**src/rtl/lvt_hash_req_frontend.sv**
```systemverilog
// Request front-end for the LVT multiported hash table: per-port 2-deep FIFOs,
// XOR-fold key hashing, same-index hazard arbitration and registered table drive.
module lvt_hash_req_frontend #(
    parameter int P           = 2,
    parameter int KEY_WIDTH   = 16,
    parameter int VALUE_WIDTH = 16,
    parameter int INDEX_WIDTH = 8,
    parameter int DATA_WIDTH  = KEY_WIDTH + VALUE_WIDTH
) (
    input  logic                     clk,
    input  logic                     reset,
    input  logic [P-1:0]             req_valid,
    output logic [P-1:0]             req_ready,
    input  logic [P-1:0]             req_we,
    input  logic [P*KEY_WIDTH-1:0]   req_key,
    input  logic [P*VALUE_WIDTH-1:0] req_value,
    output logic [P-1:0]             wen,
    output logic [P-1:0]             ren,
    output logic [P*INDEX_WIDTH-1:0] addr,
    output logic [P*DATA_WIDTH-1:0]  write_data,
    output logic [15:0]              conflict_stalls
);

    localparam int NSLICE = (KEY_WIDTH + INDEX_WIDTH - 1) / INDEX_WIDTH;
    localparam int PADW   = NSLICE * INDEX_WIDTH;
    localparam int EW     = 1 + KEY_WIDTH + VALUE_WIDTH;
    localparam int PW     = (P > 1) ? $clog2(P) : 1;

    logic [P-1:0]             w_cand;
    logic [P-1:0]             w_head_we;
    logic [P-1:0]             w_issue;
    logic [P-1:0]             w_lose;
    logic [P-1:0]             w_win;
    logic [P-1:0]             w_conflict;
    logic [P-1:0]             w_beaten;
    logic [P-1:0]             w_shared;
    logic [P-1:0]             w_grp_write;
    logic [KEY_WIDTH-1:0]     w_head_key [P];
    logic [VALUE_WIDTH-1:0]   w_head_val [P];
    logic [INDEX_WIDTH-1:0]   w_index    [P];

    logic [PW-1:0]            r_rr_ptr;
    logic [PW-1:0]            w_rr_next;
    logic [16:0]              w_lose_cnt;
    logic [16:0]              w_stall_sum;
    logic [15:0]              r_stalls;
    logic [P-1:0]             r_wen;
    logic [P-1:0]             r_ren;
    logic [P*INDEX_WIDTH-1:0] r_addr;
    logic [P*DATA_WIDTH-1:0]  r_wdata;

    // Distance of a port from the round-robin pointer; smaller wins.
    function automatic int prio(input int port, input logic [PW-1:0] rr);
        return (port + P - int'(rr)) % P;
    endfunction

    genvar gi;
    generate
        for (gi = 0; gi < P; gi++) begin : g_port
            logic [EW-1:0]          r_mem [2];
            logic                   r_wr_ptr;
            logic                   r_rd_ptr;
            logic [1:0]             r_count;
            logic                   w_push;
            logic [EW-1:0]          w_head;
            logic [PADW-1:0]        w_key_pad;
            logic [INDEX_WIDTH-1:0] w_idx;

            assign req_ready[gi] = (r_count < 2'd2);
            assign w_push        = req_valid[gi] & req_ready[gi];

            always_ff @(posedge clk) begin
                if (reset) begin
                    r_wr_ptr <= 1'b0;
                    r_rd_ptr <= 1'b0;
                    r_count  <= 2'd0;
                end else begin
                    if (w_push) begin
                        r_mem[r_wr_ptr] <= {req_we[gi],
                                            req_key[gi*KEY_WIDTH +: KEY_WIDTH],
                                            req_value[gi*VALUE_WIDTH +: VALUE_WIDTH]};
                        r_wr_ptr <= ~r_wr_ptr;
                    end
                    if (w_issue[gi]) begin
                        r_rd_ptr <= ~r_rd_ptr;
                    end
                    r_count <= r_count + {1'b0, w_push} - {1'b0, w_issue[gi]};
                end
            end

            assign w_head          = r_mem[r_rd_ptr];
            assign w_cand[gi]      = (r_count != 2'd0);
            assign w_head_we[gi]   = w_head[EW-1];
            assign w_head_key[gi]  = w_head[VALUE_WIDTH +: KEY_WIDTH];
            assign w_head_val[gi]  = w_head[VALUE_WIDTH-1:0];
            assign w_key_pad       = PADW'(w_head_key[gi]);

            // XOR-fold of the zero-padded key into one index-sized slice.
            always_comb begin
                w_idx = '0;
                for (int s = 0; s < NSLICE; s++) begin
                    w_idx = w_idx ^ w_key_pad[s*INDEX_WIDTH +: INDEX_WIDTH];
                end
            end
            assign w_index[gi] = w_idx;
        end
    endgenerate

    // A group is every candidate sharing an index; it is a hazard only if it holds a write.
    always_comb begin
        w_beaten    = '0;
        w_shared    = '0;
        w_grp_write = w_head_we;
        for (int i = 0; i < P; i++) begin
            for (int j = 0; j < P; j++) begin
                if (j != i && w_cand[j] && (w_index[j] == w_index[i])) begin
                    w_shared[i] = 1'b1;
                    if (w_head_we[j]) begin
                        w_grp_write[i] = 1'b1;
                    end
                    if (prio(j, r_rr_ptr) < prio(i, r_rr_ptr)) begin
                        w_beaten[i] = 1'b1;
                    end
                end
            end
        end
    end

    assign w_conflict = w_cand & w_shared & w_grp_write;
    assign w_lose     = w_conflict & w_beaten;
    assign w_win      = w_conflict & ~w_beaten;
    assign w_issue    = w_cand & ~w_lose;

    // Descending scan so the lowest-numbered winner sets the pointer.
    always_comb begin
        w_rr_next = r_rr_ptr;
        for (int i = P - 1; i >= 0; i--) begin
            if (w_win[i]) begin
                w_rr_next = PW'((i + 1) % P);
            end
        end
    end

    always_comb begin
        w_lose_cnt = '0;
        for (int i = 0; i < P; i++) begin
            w_lose_cnt = w_lose_cnt + 17'(w_lose[i]);
        end
    end
    assign w_stall_sum = {1'b0, r_stalls} + w_lose_cnt;

    always_ff @(posedge clk) begin
        if (reset) begin
            r_wen    <= '0;
            r_ren    <= '0;
            r_addr   <= '0;
            r_wdata  <= '0;
            r_stalls <= '0;
            r_rr_ptr <= '0;
        end else begin
            r_wen <= w_issue & w_head_we;
            r_ren <= w_issue & ~w_head_we;
            for (int i = 0; i < P; i++) begin
                if (w_issue[i]) begin
                    r_addr[i*INDEX_WIDTH +: INDEX_WIDTH] <= w_index[i];
                    r_wdata[i*DATA_WIDTH +: DATA_WIDTH]  <= DATA_WIDTH'({w_head_key[i], w_head_val[i]});
                end
            end
            r_stalls <= (w_stall_sum > 17'h0FFFF) ? 16'hFFFF : w_stall_sum[15:0];
            r_rr_ptr <= w_rr_next;
        end
    end

    assign wen             = r_wen;
    assign ren             = r_ren;
    assign addr            = r_addr;
    assign write_data      = r_wdata;
    assign conflict_stalls = r_stalls;

endmodule

```
**config.mk**
```make
export PLATFORM = sky130hd
export DESIGN_NAME = lvt_hash_req_frontend
export DESIGN_NICKNAME = d
export VERILOG_FILES = /design/src/rtl/lvt_hash_req_frontend.sv
export SDC_FILE = /design/constraint.sdc
export NUM_CORES = 1
export LEC_CHECK = 0
export CORE_MARGIN = 1.5
export CORE_UTILIZATION = 35
export DETAILED_ROUTE_END_ITERATION = 8
export GPL_TIMING_DRIVEN = 1
export HOLD_SLACK_MARGIN = 0.03
export PLACE_DENSITY = 0.68
export SYNTH_ARGS = -nofsm -noshare
export SYNTH_HDL_FRONTEND = slang
export SYNTH_SLANG_ARGS = --single-unit
```
**constraint.sdc**
```tcl
create_clock -name clk -period 5.7 [get_ports clk]
set_input_delay 1.71 -clock clk [delete_from_list [all_inputs] [get_ports clk]]
set_output_delay 1.71 -clock clk [all_outputs]
set_load 0.03 [all_outputs]
```
### After elaboration in Yosys (flattened, before gate mapping)

Memory sizes are Yosys's and may differ from the RTL's. A register that Yosys moved wholly into a read port is not among the register bits.
Cells that the tools add are included.

| word-level totals | value |
|---|---|
| bits in latches | 0 |
| memories | 2 |
| memory bits (writable) | 132 |
| bits of input ports | 70 |
| register bits after elaboration | 109 |
| output and inout port bits | 102 |
| bits in read-only memories | 0 |
| word-level logic and storage cells | 79 |

Memory list:

| name | depth | width | rd ports | clocked after memory_dff | wr ports | line | RTL |
|---|---|---|---|---|---|---|---|
| g_port[0].r_mem | 2 | 33 | 1 | 1 | 1 | 60 | `logic [EW-1:0] r_mem [2];` |
| g_port[1].r_mem | 2 | 33 | 1 | 1 | 1 | 60 |  |

| operators by class | value |
|---|---|
| shift operators | 0 |
| reductions and logical operators | 5 |
| divide/modulo/power cells | 0 |
| bitwise logic cells | 20 |
| $add $sub $neg | 8 |
| magnitude comparators | 5 |
| multiplexer cells | 23 |
| equality and inequality tests | 2 |
| multipliers | 0 |

Operators with widths:

| operator | count |
|---|---|
| $mux 1 | 22 |
| $add 16x2->17 | 1 |
| $gt 17x16->1 const B | 1 |
| $eq 8x8->1 | 2 |
| $mux 16 | 1 |
| $xor 8x8->8 | 2 |
| $and 2x2->2 | 7 |
| $not 2->2 | 3 |
| $reduce_bool 2->1 | 3 |
| $sub 2x1->3 const A | 2 |
| $add 2x1->2 | 2 |
| $and 1x1->1 | 4 |
| $lt 2x2->1 | 2 |
| $lt 2x2->1 const B | 2 |
| $not 1->1 | 4 |
| $sub 2x1->2 | 2 |
| $add 1x1->2 | 1 |
| $logic_and 1x1->1 | 2 |

### Depth between registers and ports, before layout

| depth | value |
|---|---|
| depth in word-level cells | 11 |
| mapped depth | 16 |
| mapped depth without buffers | 14 |

### Worst setup path after synthesis

Ideal clock, no wire load.

| timing path | value |
|---|---|
| path kind | input to register |
| start | input reset |
| end | memory g_port[1].r_mem[0][0] (netlist bit), enable pin |
| path slack | 574 ps |
| arrival | 4,662 ps |
| path buffers | 3 |
| library setup time | 464 ps |
| required time | 5,236 ps |
| stages on the path | 4 |
| path through | clkbuf_1 > clkbuf_1 > buf_1 > nor3_1 |

| between the ends | value |
|---|---|
| longest elaborated chain between the ends | 2 |

Ends and longest elaborated chain:

| item | line | RTL |
|---|---|---|
| from (decl) | 11 | `input logic reset,` |
| $mux 1 | 73 | `if (reset) begin` |
| $mux 1 (implied by the code) | 79 | `r_mem[r_wr_ptr] <= {req_we[gi],` |
| to (decl) | 60 |  |

No other way between the ends.

==> results.md <==
- Synthesized cell area: 9650 sq um
- Worst skew pair latency: 0.52 ns
- Max_slew headroom: 0.378
- I/O pins: 172
- Number of global-route vias before repair: between 5000 and 6000
- Register area share after synthesis: 0.641
- Core box area: between 20000 and 30000 sq um
- Worst path max stage delay: 0.79 ns
- Clk_skew: 0.0125 ns
- Placed cell areas: 11600 sq um
- Synth Flop Type: edfxtp_1
- Overall via count from detail_route: roughly 6000
- Drt initial violations: between 200 and 300
- Cell area after layout: about 12000 sq um
- Final Hold Fails: 0
- Drt drc: 0
- Die ar.: around 29000 sq um
- Critical path class: reg2reg
- Startpoint Class: flip-flop
- Mapped Cells: around 690
- Combinational power share: 0.360
- Layout area overhead: 29.4%
- Slowest CP cell: dfxtp_2
- Post-CTS Setup Inserts: 0
- Total clock sinks: ~240
- Clock Tree Buf Depth: 3
- First-pass GRT wire length: 32.8 mm
- Initial Util: 0.357
- PostCTS Resize Cnt: 0
- Syn nets: roughly 770
- CTS Hold Buffers Added: 0
- Vias/cell: between 4 and 5
- Req. time, crit path: 6.14 ns
- Max-Cap Viols: 0
- Status: complete, no violations
- Die Ht: between 150 and 200 microns
- Post-synth EDFFs: about 130
- Max FO, Critical Path: 34
- Async SR Flop Fraction: 0
- Reg clk slew, reported paths: about 0.060 ns
- Pin count of the biggest net entering global routing: 75
- CTS tree: yes
- Peak Freq: roughly 230 MHz
- Final setup viols: 0
- RSZ-0062 raised after global routing: no
- Post-detail-place hpwl: between 10 and 15 mm
- YS warnings: 0
- Initial antenna violation count: 1
- Hold_ws: 0.489 ns
- P_sw: roughly 2.2 mW
- Sequence of cells on the critical path: mux2i_1, xnor2_1, nor4_4, nand4_4, inv_2, fa_1, ha_1, nand3_1, or3_1, a21oi_1
- Final period util: 0.750
- Post-DRT Antenna Nets: 0
- Final wirelength: between 20 and 25 mm
- Port Buf Inserts: between 150 and 200
- Leak: 4.28 nW
- Avg Synthesized Cell Area: between 10 and 15 sq um
- Overall power: 6.31 mW
- Max-slew violations: 0
- Row Count: 60
- Crit path DAT: 4.71 ns
- FILL cells: around 2400
- Internal: roughly 4 mW
- Sequential power share: 0.384
- Gr usage total: 0.148
- Root buffer cell: clkbuf_16
- Power density over the cells: around 510 nW/um^2
- Area leader, netlist: edfxtp_1
- Clock power frac: 0.256
- TNS Setup: 0 ns
- Worst setup EP type: flip-flop
- Chip Width: around 170 microns
- Synth top area cells: edfxtp_1, dfxtp_1, mux2i_1
- Minimum clock period: approximately 4.3 ns
- Yosys cell types: 45
- GRT overflow: 0
- HP Class: reg2reg
- Final Wtd Congestion: between 0.8 and 0.9
- Wire per inst: approximately 18 microns
- Layout cells sized above 1: 0.136
- Sw Ratio: 0.353
- DR pass1 iterations: 6
- Layout Nets: between 900 and 1000
- Yosys reg bits: ~240
- VDD IR max: about 0.22 mV
- TritonCTS buffer count: 26
- CTS HTree Levels: 1
- Yosys top cell area share: 0.411
- Worst-margin pin slew: 0.933 ns
logic make-up (layout without fill, tap and decap cells):
logic type,Yosys count,in the layout,share of synthesized area
flip-flops,243,243,0.641
AO/OA/AOI/OAI,125,125,0.113
AND/OR/NAND/NOR,110,110,0.0571
multiplexers,91,91,0.0970
XOR/XNOR,58,58,0.0527
buffers and inverters,58,242,0.0304
adder cells (fa/ha/maj),6,6,0.00856
other,0,1,0
worst max-delay path, delay by kind of cell (launching register included):
family,cells,cell delay [ns]
XOR/XNOR,1,0.14
flip-flops,1,0.79
buffers and inverters,1,0.40
adder cells (fa/ha/maj),2,0.55
AND/OR/NAND/NOR,4,1.73
AO/OA/AOI/OAI,1,0.21
multiplexers,1,0.35
cell usage after synthesis, types with 3 or more instances:
cell	instances
nand2_1	10
dfxtp_1	111
a31o_1	6
a21oi_1	47
nor3_1	4
buf_6	7
buf_4	4
a211oi_2	51
xnor2_1	19
buf_2	4
edfxtp_1	132
nor4_1	9
inv_1	11
xor2_1	39
buf_1	5
ha_1	5
mux2i_1	89
nand3_1	8
and3_1	4
nor3b_1	3
clkbuf_1	24
nor2_1	58
a211oi_1	13
flip-flops by register name, summed over array words and instances, names as in the netlist, named ones only:
signal and flops:
addr 16, conflict_stalls 16, g_port.r_count 4, g_port.r_mem 132, g_port.r_rd_ptr 2, g_port.r_wr_ptr 2, r_rr_ptr 1, ren 2
wen 2, write_data 64
worst paths after layout:
path                         start                             to  slack (ns)  cells after the start
max                      flip-flop  conflict_stalls[5]$_SDFF_PP0_        1.43                     10
min          addr[12]$_SDFFE_PP0P_          addr[12]$_SDFFE_PP0P_        0.49                      1
max reg2reg              flip-flop  conflict_stalls[5]$_SDFF_PP0_        1.43                     10
min reg2reg  addr[12]$_SDFFE_PP0P_          addr[12]$_SDFFE_PP0P_        0.49                      1
routing by layer:
layer	part of all wire	up-vias	GRT usage	routed length [microns]
li1	-	2877	-	-
met1	0.44	2844	0.188	9380
met2	0.49	126	0.249	10500
met3	0.055	31	0.0353	1180
met4	0.021	0	0.0450	459
met5	0	-	0	0
layout make-up:
cell class	instances	area [sq um]	area share
Inverter	14	55.1	0.00441
Tap cell	341	427	0.0342
Clock buffer	40	795	0.0636
Sequential cell	243	6190	0.496
Multi-Input combinational cell	390	3200	0.256
Timing Repair Buffer	180	1780	0.142
Clock inverter	8	41.3	0.00331
Antenna cell	1	2.50	0.000200
layout by cell type (no fill, tap or decap), types with 5 or more instances in the layout:
cell and count:
xor2_1 39, dfxtp_1 109, clkbuf_8 7, a211oi_2 51, buf_4 10, nand2_1 10, ha_1 5, inv_1 11
edfxtp_1 132, nand3_1 8, clkinv_2 5, mux2i_1 89, xnor2_1 19, clkbuf_1 6, nor4_1 9, clkbuf_16 27
clkdlybuf4s50_1 170, a21oi_1 47, nor2_1 58, a31o_1 6, a211oi_1 13
power groups by stage:
| stage | Clock, mW | Combinational [mW] | Sequential (mW) |
|---|---|---|---|
| after global placement | 0 | 2.27 | 2.45 |
| after detailed placement | 0 | 2.29 | 2.46 |
| after global routing | 1.72 | 2.43 | 2.47 |
| after floorplan | 0 | 1.17 | 2.83 |
| final | 1.61 | 2.27 | 2.42 |
| after CTS | 1.65 | 2.30 | 2.43 |
through the flow:
step | std cells | setup slack, ns | util
after floorplan | 691 | 0.574 | -
after global placement | 1168 | 1.44 | 0.431
after detailed placement | 1168 | 1.36 | 0.431
after CTS | 1216 | 1.34 | 0.462
after global routing | 1217 | 1.07 | 0.462
final | 1217 | 1.43 | 0.462
Note: power is estimated with default switching activity, not from simulation.
